`src/rtl/uart_tx_sched_pkg.sv`:
```
// Shared definitions for the UART transmit scheduler: FSM state encoding and ID width.
// The ID state exists only when UART_TX_SCHED_ID_PREFIX_EN is defined.
package uart_tx_sched_pkg;

    localparam int unsigned NUM_REQ_DEF = 4;
    localparam int unsigned ID_W_DEF    = $clog2(NUM_REQ_DEF);

    // Width of a requester index; also the payload of the optional ID byte.
    function automatic int unsigned id_width(input int unsigned num_req);
        return (num_req < 2) ? 1 : $clog2(num_req);
    endfunction

    typedef enum logic [2:0] {
        ST_IDLE  = 3'd0,
`ifdef UART_TX_SCHED_ID_PREFIX_EN
        ST_ID    = 3'd4,
`endif
        ST_SEND  = 3'd1,
        ST_ISSUE = 3'd2,
        ST_WAIT  = 3'd3
    } state_t;

endpackage

```
`src/rtl/uart_tx_sched_rr.sv`:
```
// Round-robin picker: returns the first requesting index at or after ptr, wrapping.
module rr_arbiter
    import uart_tx_sched_pkg::*;
#(
    parameter int unsigned N     = NUM_REQ_DEF,
    parameter int unsigned PTR_W = id_width(N)
) (
    input  logic [N-1:0]     req,
    input  logic [PTR_W-1:0] ptr,
    output logic [N-1:0]     winner_c
);

    logic             found;
    logic [PTR_W-1:0] idx;

    always_comb begin
        winner_c = '0;
        found    = 1'b0;
        idx      = '0;
        for (int unsigned k = 0; k < N; k++) begin
            idx = PTR_W'((32'(ptr) + k) % N);
            if (!found && req[idx]) begin
                winner_c[idx] = 1'b1;
                found         = 1'b1;
            end
        end
    end

endmodule

```
`src/rtl/uart_tx_sched.sv`:
```
// Schedules whole messages from NUM_REQ requesters onto one shared UART transmitter.
// Define UART_TX_SCHED_ID_PREFIX_EN to precede every message with its requester index byte.
module uart_tx_sched
    import uart_tx_sched_pkg::*;
#(
    parameter int unsigned NUM_REQ   = 4,
    parameter int unsigned DATA_BITS = 8
) (
    input  logic                           clk,
    input  logic                           n_reset,
    input  logic [NUM_REQ-1:0]             req_valid,
    input  logic [NUM_REQ*DATA_BITS-1:0]   req_data,
    input  logic [NUM_REQ-1:0]             req_last,
    output logic [NUM_REQ-1:0]             req_ready,
    output logic [NUM_REQ-1:0]             grant,
    output logic                           busy,
    output logic                           tx_start,
    output logic [DATA_BITS-1:0]           tx_data,
    input  logic                           tx_ready
);

    localparam int unsigned ID_W = id_width(NUM_REQ);

    state_t               state;
    state_t               next_state;
    logic [NUM_REQ-1:0]   winner;
    logic [ID_W-1:0]      ptr;
    logic [ID_W-1:0]      gidx;
    logic                 last_q;
    logic                 gvalid;
    logic                 glast;
    logic [DATA_BITS-1:0] gdata;
    logic                 xfer_c;

    rr_arbiter #(
        .N     (NUM_REQ),
        .PTR_W (ID_W)
    ) u_rr (
        .req      (req_valid),
        .ptr      (ptr),
        .winner_c (winner)
    );

    // Index and request fields of the current message owner.
    always_comb begin
        gidx = '0;
        for (int i = 0; i < NUM_REQ; i++) begin
            if (grant[i]) gidx = ID_W'(i);
        end
    end

    assign gvalid = |(req_valid & grant);
    assign glast  = req_last[gidx];
    assign gdata  = req_data[32'(gidx)*DATA_BITS +: DATA_BITS];

    always_ff @(posedge clk or negedge n_reset) begin
        if (!n_reset) state <= ST_IDLE;
        else          state <= next_state;
    end

    // tx_start is high exactly in the first WAIT cycle, when tx_ready has not yet fallen.
    always_comb begin
        next_state = state;
        case (state)
            ST_IDLE: begin
                if (|req_valid) begin
`ifdef UART_TX_SCHED_ID_PREFIX_EN
                    next_state = ST_ID;
`else
                    next_state = ST_SEND;
`endif
                end
            end
`ifdef UART_TX_SCHED_ID_PREFIX_EN
            ST_ID:    if (tx_ready) next_state = ST_ISSUE;
`endif
            ST_SEND:  if (tx_ready && gvalid) next_state = ST_ISSUE;
            ST_ISSUE: next_state = ST_WAIT;
            ST_WAIT: begin
                if (!tx_start && tx_ready) next_state = last_q ? ST_IDLE : ST_SEND;
            end
            default:  next_state = ST_IDLE;
        endcase
    end

    always_comb begin
        xfer_c    = 1'b0;
        req_ready = '0;
        if (state == ST_SEND && tx_ready && gvalid) begin
            xfer_c    = 1'b1;
            req_ready = grant;
        end
    end

    always_ff @(posedge clk or negedge n_reset) begin
        if (!n_reset) begin
            grant    <= '0;
            busy     <= 1'b0;
            tx_start <= 1'b0;
            tx_data  <= '0;
            last_q   <= 1'b0;
            ptr      <= '0;
        end else begin
            tx_start <= (state == ST_ISSUE);
            busy     <= (next_state != ST_IDLE);
            case (state)
                ST_IDLE: if (|req_valid) grant <= winner;
`ifdef UART_TX_SCHED_ID_PREFIX_EN
                ST_ID: begin
                    if (tx_ready) begin
                        tx_data <= DATA_BITS'(gidx);
                        last_q  <= 1'b0;
                    end
                end
`endif
                ST_SEND: begin
                    if (xfer_c) begin
                        tx_data <= gdata;
                        last_q  <= glast;
                    end
                end
                ST_WAIT: begin
                    if (next_state == ST_IDLE) begin
                        grant <= '0;
                        ptr   <= (32'(gidx) == NUM_REQ - 1) ? '0 : gidx + ID_W'(1);
                    end
                end
                default: ;
            endcase
        end
    end

endmodule
```
`config.mk`:
```
export PLATFORM = sky130hd
export DESIGN_NAME = uart_tx_sched
export DESIGN_NICKNAME = d
export VERILOG_FILES = /design/src/rtl/uart_tx_sched_pkg.sv /design/src/rtl/uart_tx_sched_rr.sv /design/src/rtl/uart_tx_sched.sv
export SDC_FILE = /design/constraint.sdc
export NUM_CORES = 1
export LEC_CHECK = 0
export BUFFER_PORTS_ARGS = -buffer_cell sky130_fd_sc_hd__buf_2
export CORE_MARGIN = 2
export CORE_UTILIZATION = 30
export DETAILED_ROUTE_END_ITERATION = 6
export HOLD_SLACK_MARGIN = 0.1
export PLACE_DENSITY = 0.58
export RECOVER_POWER = 100
export SLEW_MARGIN = 15
export SYNTH_ARGS = -nofsm -noshare
export SYNTH_HDL_FRONTEND = slang
export SYNTH_SLANG_ARGS = --single-unit
```
`constraint.sdc`:
```
create_clock -name clk -period 3.4 [get_ports clk]
set_input_delay 0.68 -clock clk [delete_from_list [all_inputs] [get_ports clk]]
set_output_delay 0.68 -clock clk [all_outputs]
set_load 0.05 [all_outputs]
```
==> Implementation_results.wiki, run 1 <==
{| class="wikitable"
! Metric !! Value
|-
| Fraction of final layout cells with drive strength greater than 1 || 0.258
|-
| FP Rows || 26
|-
| Total setup violations reported at the end of the flow || 0
|-
| Combinational fraction of design power || 0.606
|-
| Pre-antenna DRT Iters || 4
|-
| Latest clock arrival within the worst-skew pair || 0.25 ns
|-
| DP Wirelength || 3040 um
|-
| Die ar. || 6040 um2
|-
| Number of max-capacitance violations reported || 0
|-
| Number of enable flip-flop cells after synthesis || 0
|-
| Number of sinks on the clock net || 20
|-
| Final critical-path required period || 2.92 ns
|-
| Cts-stage hold buffer count || 0
|-
| Final WL || 4050 um
|-
| Crit path DAT || 2.24 ns
|-
| Post-cts gate resize count || 0
|-
| Global router's overall resource usage || 0.139
|-
| Maximum frequency from static timing analysis || 342 MHz
|-
| Classification of the worst-slack hold path || reg -> reg
|-
| Final Hold Vio Count || 0
|-
| P_sw || 0.000746 W
|-
| Vias after detailed routing || 1,447
|-
| Total of fill cells in the finished design || 529
|-
| Slew Limit Fails || 0
|-
| Dominant register cell in the synthesized netlist || dfrtp_1
|-
| Utilization after layout || 0.376
|-
| Core outline area || 5170 um2
|-
| RSZ-0062 raised after global routing || false
|-
| Total Nets Final || 273
|-
| Result of the run || finished, final reports clean
|-
| Pwr dens || 730 nW/um2
|-
| Cell accounting for the most synthesized area || dfrtp_1
|-
| Global-route wire length before repair || 6830 um
|-
| Net count of the mapped netlist || 218
|-
| Register bit total from synthesis || 20
|-
| Overflow after GRT || 0
|-
| CTS Buffer Depth || 2
|-
| Final non-filler cell total || 291
|-
| Syn. warnings || 0
|-
| Clock-pin slew on the worst setup and hold paths || 0.07 ns
|-
| Chip width || 77.7 um
|-
| VDD IR-drop max || 0.276 mV
|-
| Worst setup EP type || output port
|-
| Post-detailed-route count of antenna-violating nets || 0
|-
| WL per Instance || 13.9 um
|-
| Worst Max-Slew Pin Slew || 1.14 ns
|-
| Required time worst endpoint || 2.72 ns
|-
| Most frequent cells in the layout || buf_2 (42), mux2i_1 (20), dfrtp_1 (20)
|-
| Vias in the first global route || 1,393
|-
| Fraction of synthesis flops using an asynchronous set or reset pin || 1.00
|-
| Number of buffers created by CTS || 3
|-
| Antenna violations before repair || 0
|-
| Height of the die || 77.7 um
|-
| Starting DRT DRC Count || 58
|-
| Maximum number of pins on one net before global-route repair || 24
|-
| Path type of the worst setup path || in -> out
|-
| Category of the worst setup path launch point || primary input
|-
| Int Pwr || 0.000674 W
|-
| Synthesized netlist cell count || 168
|-
| Routed via count divided by cell count || 4.97
|-
| Largest cells by area after synthesis || dfrtp_1 (31%), mux2i_1 (12%), ha_1 (5.4%)
|-
| Number of top-level pins || 61
|-
| Clock skew || 0.00131 ns
|-
| Buffer type at the clock tree root || clkbuf_8
|-
| Post-synthesis instance area || 1630 um2
|-
| Clock network fraction of total power || 0.111
|-
| Effective utilization at floorplan || 0.315
|-
| TritonCTS clock tree || done
|-
| Post-synth cell types || 38
|-
| Most common library cell in the layout ignoring fill and taps || buf_2
|-
| Relative max-transition margin || 0.241
|-
| Period Utilization, post-route || 0.860
|-
| Sequential share of power || 0.283
|-
| Sum Neg Setup Slack || 0 ns
|-
| Buffers inserted by post-CTS timing repair || 0
|-
| Largest driver fanout on the critical path || 10
|-
| Placed cell count || 288
|-
| H-tree level count || 1
|-
| Setup slack of the worst register-to-register path || 0.76 ns
|-
| Antenna diode instance count || 0
|-
| DRC violation count after routing || 0
|-
| Routability cong. || 0.810
|-
| Fraction of the yosys area taken by sequential cells || 0.307
|-
| Area grow syn2layout || 19.4%
|-
| Post-Synthesis Mean Instance Area || 9.70 um2
|-
| Static power due to leakage || 0.805 nW
|-
| Post-synth top area share || 0.307
|-
| Number of port buffers || 60
|-
| Switching Share || 0.525
|}
cell families (layout without fill, tap and decap cells):
family,after synthesis,in the layout,synth area share
AOI/OAI and AO/OA,39,39,0.188
buffers and inverters,18,71,0.0622
muxes,24,24,0.174
adders and majority gates,7,7,0.0538
other,1,1,0.00230
and+or+nand+nor,59,59,0.213
DFF,20,20,0.307
registers in the layout, indices dropped and copies added, names as in the netlist:
name / count
state: 3
ptr: 2
grant: 4
tx_data: 8
tx_start: 1
busy: 1
last_q: 1
final cells by class:
cell class / instances / area [um2] / share of cell area
clock buffer: 3 / 41.3 / 0.0212
inverter: 4 / 15.0 / 0.00772
tap: 70 / 87.6 / 0.0450
multi-input combinational: 130 / 995 / 0.511
sequential: 20 / 500 / 0.257
timing repair buffer: 64 / 307 / 0.158
metrics by stage:
step           cell area (um2)  power [W]  hold slack, ns  worst slack [ns]
2_1_floorplan             1630    0.00110           0.384             0.677
3_3_place_gp              1960    0.00130           0.504             0.644
3_5_place_dp              1960    0.00131           0.514             0.654
4_1_cts                   2000    0.00146           0.394             0.648
5_1_grt                   1950    0.00154           0.573             0.304
6_report                  1950    0.00142           0.531             0.477
final timing paths:
path | startpoint | endpoint | cells past startpoint
worst max register to register | ptr[0] | grant[3] | 6
max in group asynchronous | n_reset | tx_start | 1
worst min-delay path | tx_data[4] | tx_data[4] | 2
worst max-delay path | req_valid[2] | req_ready[3] | 5
min in group asynchronous | n_reset | grant[1] | 1
worst min register to register | tx_data[4] | tx_data[4] | 2
cell usage after synthesis, types with 2 or more instances:
cell / count
and2_1: 5
nor2_1: 12
o31ai_1: 2
mux2i_1: 20
o21ai_0: 9
a32oi_1: 4
or3b_1: 2
a21oi_1: 12
a2111oi_4: 3
clkbuf_1: 3
nand3b_1: 2
mux4_2: 2
o211ai_1: 4
nand4_1: 8
nor2b_1: 5
inv_1: 4
buf_6: 2
buf_4: 3
nand2_1: 16
ha_1: 7
a22oi_1: 2
dfrtp_1: 20
buf_2: 6
critical path: stages:
cell and delay [ns]:
clkbuf_1 0.33, a22oi_1 0.23, a2111oi_4 0.54, and2_1 0.19, clkbuf_2 0.27
power groups by stage:
| stage | sequential, W | combinational (W) | clock (W) |
|---|---|---|---|
| after floorplan | 0.000637 | 0.000466 | 0 |
| after global placement | 0.000404 | 0.000896 | 0 |
| after detailed placement | 0.000406 | 0.000900 | 0 |
| after CTS | 0.000401 | 0.000901 | 0.000162 |
| after global routing | 0.000417 | 0.000945 | 0.000177 |
| final | 0.000402 | 0.000861 | 0.000157 |
layer usage:
metal | up-vias | wire [um] | track usage
met5 | - | 0 | 0
met4 | 0 | 15 | 0.0268
met3 | 2 | 186 | 0.0349
met2 | 34 | 2010 | 0.234
met1 | 686 | 1840 | 0.182
li1 | 725 | - | -
Note: power is estimated with default switching activity, not from simulation.
==> inputs of run 2 (changes only) <==
--- a/config.mk
+++ b/config.mk
@@ -5,6 +5,7 @@
 export SDC_FILE = /design/constraint.sdc
 export NUM_CORES = 1
 export LEC_CHECK = 0
+export ABC_AREA = 1
 export BUFFER_PORTS_ARGS = -buffer_cell sky130_fd_sc_hd__buf_2
 export CORE_MARGIN = 2
 export CORE_UTILIZATION = 30
==> Implementation_results.wiki, run 2 <==
{| class="wikitable"
! Metric !! Value
|-
| Core outline area || 5140 um2
|-
| Worst setup EP type || output port
|-
| Crit-path slowest cell || dfrtp_1
|-
| Die ar. || 5940 um2
|-
| DP Wirelength || 3390 um
|-
| Most common library cell in the layout ignoring fill and taps || nand2_1
|-
| Number of sinks on the clock net || 20
|-
| Number of port buffers || 60
|-
| Final critical-path required period || 2.90 ns
|-
| Relative max-transition margin || 0.278
|-
| Register bit total from synthesis || 20
|-
| Largest Register || tx_data
|-
| Post-synth cell types || 30
|-
| CTS Buffer Depth || 2
|-
| Combinational fraction of design power || 0.664
|-
| Sum Neg Setup Slack || 0 ns
|-
| Design Area, Final || 1970 um2
|-
| Height of the die || 77.1 um
|-
| Net count of the mapped netlist || 290
|-
| Post-synth top area share || 0.313
|-
| CP delay by family, top || simple AND/OR/NAND/NOR gates
|-
| Fraction of final layout cells with drive strength greater than 1 || 0.197
|-
| Maximum number of pins on one net before global-route repair || 21
|-
| Largest register FFs || 8
|-
| Final Hold Vio Count || 0
|-
| Result of the run || finished, final reports clean
|-
| Total setup violations reported at the end of the flow || 0
|-
| Cell accounting for the most synthesized area || dfrtp_1
|-
| Post-detailed-route count of antenna-violating nets || 0
|-
| DRC violation count after routing || 0
|-
| Category of the worst setup path launch point || flip-flop
|-
| Post-cts gate resize count || 0
|-
| Maximum frequency from static timing analysis || 345 MHz
|-
| H-tree level count || 1
|-
| Number of buffer and inverter instances along the worst setup path || 2
|-
| Slew Limit Fails || 0
|-
| RSZ-0062 raised after global routing || false
|-
| Antenna diode instance count || 0
|-
| Worst Max-Slew Pin Slew || 1.08 ns
|-
| Largest driver fanout on the critical path || 14
|-
| FP Rows || 26
|-
| Xor/xnor cell area share of the yosys netlist || 0
|-
| Overflow after GRT || 0
|-
| Setup slack of the worst register-to-register path || 1.34 ns
|-
| Total of fill cells in the finished design || 600
|-
| WL per Instance || 11.7 um
|-
| Largest cells by area after synthesis || dfrtp_1 (31%), nand2_1 (18%), nand3_1 (7.8%)
|-
| Chip width || 77.1 um
|-
| Clock network fraction of total power || 0.096
|-
| Dominant combinational cell family by area after synthesis || simple AND/OR/NAND/NOR gates
|-
| Buffer type at the clock tree root || clkbuf_8
|-
| Post-synthesis instance area || 1600 um2
|-
| TritonCTS clock tree || done
|-
| VDD IR-drop max || 0.409 mV
|-
| Sequential share of power || 0.240
|-
| Fraction of the yosys area taken by sequential cells || 0.313
|-
| Pwr dens || 972 nW/um2
|-
| Latest clock arrival within the worst-skew pair || 0.26 ns
|-
| Classification of the worst-slack hold path || reg -> reg
|-
| P_sw || 0.00111 W
|-
| Fraction of synthesis flops using an asynchronous set or reset pin || 1.00
|-
| Global router's overall resource usage || 0.148
|-
| Effective utilization at floorplan || 0.312
|-
| Multiplexer share of the synthesized area || 0
|-
| Path type of the worst setup path || reg -> out
|-
| Leading cell types by count after synthesis || nand2_1 (75), nor2_1 (26), nand3_1 (25)
|-
| Vias after detailed routing || 1,731
|-
| Area after DPL || 1960 um2
|-
| Starting DRT DRC Count || 42
|-
| Switching Share || 0.577
|-
| Buffers inserted by post-CTS timing repair || 0
|-
| Number of max-capacitance violations reported || 0
|-
| Synth Area in Compound Gates || 0.131
|-
| Utilization after layout || 0.384
|-
| Final WL || 4350 um
|-
| Synthesized netlist cell count || 240
|-
| CP max stage delay || 0.62 ns
|-
| Cts-stage hold buffer count || 0
|-
| Arithmetic-cell share of the synthesized area counting full adders, half adders and majority gates || 0.0547
|-
| Int Pwr || 0.000810 W
|-
| Static power due to leakage || 1.03 nW
|-
| Total Nets Final || 351
|-
| Required time worst endpoint || 2.72 ns
|-
| Post-Synthesis Mean Instance Area || 6.67 um2
|-
| Area grow syn2layout || 23.1%
|-
| Dominant register cell in the synthesized netlist || dfrtp_1
|-
| Number of enable flip-flop cells after synthesis || 0
|-
| Most frequent cells in the layout || nand2_1 (75), buf_2 (41), nor2_1 (28)
|-
| Total power || 0.00192 W
|-
| Syn. warnings || 0
|-
| Antenna violations before repair || 0
|-
| Vias in the first global route || 1,613
|-
| Routability cong. || 0.852
|-
| Largest registers in the final layout || tx_data x8, grant x4, state x3
|-
| Global-route wire length before repair || 7270 um
|-
| Simple-gate portion of the synthesized area || 0.405
|-
| Pre-antenna DRT Iters || 4
|-
| Period Utilization, post-route || 0.853
|-
| Crit path DAT || 2.22 ns
|-
| Cell breakdown of the critical path || nand2_1 > nand2_1 > nor2_1 > nor2_4 > inv_2 > nor2_1 > clkbuf_1
|-
| Routed via count divided by cell count || 4.68
|-
| Number of top-level pins || 61
|-
| Clock skew || 0.00246 ns
|-
| Clock-pin slew on the worst setup and hold paths || 0.07 ns
|-
| Leading cell type by number of instances after synthesis || nand2_1
|-
| Number of buffers created by CTS || 3
|}
-- run 2: changes by cell type in the layout (fill, tap and decap cells not counted), moves of 3 or more --
cell and delta:
a32oi_1 -4, inv_2 +3, nor2b_1 -5, o21ai_0 +12
nand3_1 +25, o22ai_1 +9, and2_1 -4, a2111oi_4 -3
nand2_1 +59, inv_1 +20, nor2_1 +15, a21oi_1 -9
mux2i_1 -20, nand4_1 -5
-- run 2: worst paths after layout --
check | cells after the start | end | start
worst max-delay path | 7 | req_ready[1] | grant[1]
worst min-delay path | 2 | tx_data[0] | tx_data[0]
min in group asynchronous | 1 | tx_data[1] | n_reset
worst max register to register | 11 | grant[2] | ptr[1]
max in group asynchronous | 1 | busy | n_reset
worst min register to register | 2 | tx_data[0] | tx_data[0]
-- run 2: per-layer routing --
metal / routed length, um / GRT usage
met5: 0 / 0
met2: 1900 / 0.244
met1: 2060 / 0.200
met4: 76 / 0.0536
met3: 303 / 0.0188
-- run 2: stage by stage --
step | setup slack (ns) | hold slack [ns] | std cells
finish | 0.500 | 0.479 | 370
global route | 0.301 | 0.514 | 370
CTS | 0.662 | 0.378 | 370
detailed placement | 0.712 | 0.464 | 366
global placement | 0.704 | 0.460 | 366
floorplan | 0.737 | 0.384 | 240
-- run 2: power groups by stage --
stage               combinational, W  sequential, W  clock, W
floorplan                   0.000800       0.000672         0
global placement             0.00133       0.000467         0
detailed placement           0.00132       0.000460         0
CTS                          0.00133       0.000460  0.000186
global route                 0.00140       0.000478  0.000193
finish                       0.00127       0.000461  0.000183
-- run 2: cells by family (layout without fill, tap and decap cells) --
logic type / Yosys count / in the layout
simple gates: 141 / 141
buf+inv: 34 / 94
flops: 20 / 20
compound gates: 37 / 37
other cells: 1 / 1
fa+ha+maj: 7 / 7
-- run 2: area by class of cell --
cell class                      count  area [um2]  area share
Tap cell                           70        87.6      0.0444
Inverter                           29         111      0.0565
Multi-Input combinational cell    186         933       0.473
Clock buffer                        4        55.1      0.0279
Sequential cell                    20         500       0.254
Timing Repair Buffer               61         284       0.144
-- run 2: tightest hold or removal path, stage by stage, from the launching register on --
cell     delay (ns)
dfrtp_1        0.35
nand2_1        0.05
nand2_1        0.05
==> inputs of run 3 (changes only) <==
--- a/config.mk
+++ b/config.mk
@@ -16,4 +16,5 @@
 export SLEW_MARGIN = 15
 export SYNTH_ARGS = -nofsm -noshare
 export SYNTH_HDL_FRONTEND = slang
+export SYNTH_HIERARCHICAL = 1
 export SYNTH_SLANG_ARGS = --single-unit
==> Implementation_results.wiki, run 3 <==
{| class="wikitable"
! Metric !! Value
|-
| Met1 WL || 1960 um
|-
| Number of port buffers || 60
|-
| Vias in the first global route || 1,712
|-
| Area grow syn2layout || 20.7%
|-
| Area after DPL || 1970 um2
|-
| Amount of wire on met3 after detailed routing || 164 um
|-
| Vias after detailed routing || 1,727
|-
| Path type of the worst setup path || reg -> out
|-
| Static power due to leakage || 0.987 nW
|-
| Maximum number of pins on one net before global-route repair || 21
|-
| Synthesized netlist cell count || 244
|-
| Arithmetic-cell share of the synthesized area counting full adders, half adders and majority gates || 0.0460
|-
| Register bit total from synthesis || 20
|-
| VDD IR-drop max || 0.458 mV
|-
| Classification of the worst-slack hold path || reg -> reg
|-
| Crit-path slowest cell || dfrtp_1
|-
| Post-synth top area share || 0.307
|-
| Hold depth || 2
|-
| Number of top-level pins || 61
|-
| Most frequent cells in the layout || nor2_1 (54), nand2_1 (48), buf_2 (41)
|-
| Pwr dens || 888 nW/um2
|-
| Number of enable flip-flop cells after synthesis || 0
|-
| Sum Neg Setup Slack || 0 ns
|-
| Overflow after GRT || 0
|-
| Total setup violations reported at the end of the flow || 0
|-
| Starting DRT DRC Count || 79
|-
| Global-route wire length before repair || 7640 um
|-
| Syn. warnings || 6
|-
| Maximum frequency from static timing analysis || 367 MHz
|-
| Number of buffers created by CTS || 3
|-
| Chip width || 77.7 um
|-
| Effective utilization at floorplan || 0.315
|-
| Antenna violations before repair || 0
|-
| Latest clock arrival within the worst-skew pair || 0.25 ns
|-
| Result of the run || finished, final reports clean
|-
| Final WL || 4390 um
|-
| Most common library cell in the layout ignoring fill and taps || nor2_1
|-
| Multiplexer share of the synthesized area || 0
|-
| Period Utilization, post-route || 0.801
|-
| Core outline area || 5170 um2
|-
| Top routing layer in use || met4
|-
| Fraction of the yosys area taken by sequential cells || 0.307
|-
| Critical path's most frequent cell || nor2_1
|-
| Buffer type at the clock tree root || clkbuf_8
|-
| Total of fill cells in the finished design || 583
|-
| Cell accounting for the most synthesized area || dfrtp_1
|-
| Worst Max-Slew Pin Slew || 1.07 ns
|-
| Sequential standard cell area || 500 um2
|-
| Number of sinks on the clock net || 20
|-
| Antenna diode instance count || 0
|-
| Leading cell type by number of instances after synthesis || nor2_1
|-
| CP delay by family, top || flip-flops
|-
| Post-synthesis instance area || 1630 um2
|-
| Post-Synthesis Mean Instance Area || 6.68 um2
|-
| Dominant combinational cell family by area after synthesis || simple AND/OR/NAND/NOR gates
|-
| Largest registers in the final layout || tx_data x8, grant x4, state x3
|-
| Setup slack of the worst register-to-register path || 1.10 ns
|-
| Post-synth cell types || 28
|-
| Leading cell types by count after synthesis || nor2_1 (51), nand2_1 (48), nand3_1 (25)
|-
| Required time worst endpoint || 2.72 ns
|-
| Number of max-capacitance violations reported || 0
|-
| Worst Reg2Reg Path Length in Cells || 9
|-
| Xor/xnor cell area share of the yosys netlist || 0
|-
| Worst hold path startpoint || tx_data[7]
|-
| Utilization after layout || 0.381
|-
| Die ar. || 6040 um2
|-
| Routability cong. || 0.916
|-
| Largest Register || tx_data
|-
| Placed cell count || 370
|-
| Number of buffer and inverter instances along the worst setup path || 2
|-
| Final Hold Vio Count || 0
|-
| Slew Limit Fails || 0
|-
| Pre-antenna DRT Iters || 4
|-
| CP max stage delay || 0.68 ns
|-
| Clock-pin slew on the worst setup and hold paths || 0.07 ns
|-
| Relative max-transition margin || 0.283
|-
| Largest register FFs || 8
|-
| Total Nets Final || 354
|-
| Largest driver fanout on the critical path || 13
|-
| Routed via count divided by cell count || 4.63
|-
| Post-detailed-route count of antenna-violating nets || 0
|-
| DRC violation count after routing || 0
|-
| Startpoint of the lowest-slack register-to-register path || grant[1]
|-
| Global router's overall resource usage || 0.156
|-
| Fraction of final layout cells with drive strength greater than 1 || 0.208
|-
| Category of the worst setup path launch point || flip-flop
|-
| Fraction of synthesis flops using an asynchronous set or reset pin || 1.00
|-
| H-tree level count || 1
|-
| DP Wirelength || 3500 um
|-
| RR Endpoint || ptr[1]
|-
| Worst setup EP type || output port
|-
| Final non-filler cell total || 373
|-
| Post-cts gate resize count || 0
|-
| Final critical-path required period || 2.72 ns
|-
| Dominant register cell in the synthesized netlist || dfrtp_1
|-
| Crit path DAT || 2.04 ns
|-
| Min-Delay Endpoint || tx_data[7]
|-
| WL met2 || 2180 um
|-
| Largest cells by area after synthesis || dfrtp_1 (31%), nor2_1 (12%), nand2_1 (11%)
|-
| RSZ-0062 raised after global routing || false
|-
| Height of the die || 77.7 um
|-
| Clock skew || 0.00165 ns
|-
| Cell breakdown of the critical path || nand2_1 > nand2_1 > nor2_1 > nor2_1 > inv_1 > nor2_1 > clkbuf_1
|-
| Simple-gate portion of the synthesized area || 0.398
|-
| Synth Area in Compound Gates || 0.149
|-
| Buffers inserted by post-CTS timing repair || 0
|-
| TritonCTS clock tree || done
|-
| CTS Buffer Depth || 2
|-
| Multi-input logic area || 950 um2
|-
| Net count of the mapped netlist || 293
|-
| Design Area, Final || 1970 um2
|-
| FP Rows || 26
|-
| Cts-stage hold buffer count || 0
|-
| WL per Instance || 11.8 um
|}
## run 3: tightest hold or removal path, delay by kind of cell, from the launching register on
family	cells	cell delay [ns]
flip-flops	1	0.37
AND/OR/NAND/NOR	1	0.10
AO/OA/AOI/OAI	1	0.04
## run 3: cell families after synthesis
| group | after synthesis |
|---|---|
| adder cells (fa/ha/maj) | 6 |
| flip-flops | 20 |
| AO/OA/AOI/OAI | 40 |
| buffers and inverters | 34 |
| AND/OR/NAND/NOR | 143 |
| other | 1 |
## run 3: how the worst max path moves through the flow
stage,from,end,slack [ns],cells after the start
2_1_floorplan,grant[2],req_ready[0],0.81,7
3_3_place_gp,req_valid[2],req_ready[0],1.12,8
3_5_place_dp,req_valid[2],req_ready[3],1.12,8
4_1_cts,grant[1],req_ready[1],0.96,7
5_1_grt,grant[1],req_ready[1],0.52,7
6_report,grant[1],req_ready[3],0.68,7
## run 3: per-layer routing
metal,vias to the layer above,global-route usage
met5,-,0
met1,777,0.188
met2,33,0.279
met4,0,0.0464
met3,8,0.0279
li1,909,-
## run 3: cell type report
cell class / instances / share of cell area
tap: 70 / 0.0445
clock buffer: 3 / 0.0210
timing repair buffer: 61 / 0.142
inverter: 29 / 0.0553
sequential: 20 / 0.254
multi-input combinational: 190 / 0.483
## run 3: power breakdown
part	switching [W]	total (W)	leakage [nW]	internal, W
combinational	0.000818	0.00113	0.719	0.000315
sequential	0.000126	0.000461	0.246	0.000335
clock	0.0000744	0.000153	0.0216	0.0000789
## run 3: through the flow
step	total power (W)	hold slack, ns	setup WS [ns]
CTS	0.00180	0.382	0.956
detailed placement	0.00165	0.540	1.12
global placement	0.00165	0.528	1.12
finish	0.00175	0.550	0.677
global route	0.00194	0.583	0.522
floorplan	0.00138	0.384	0.807
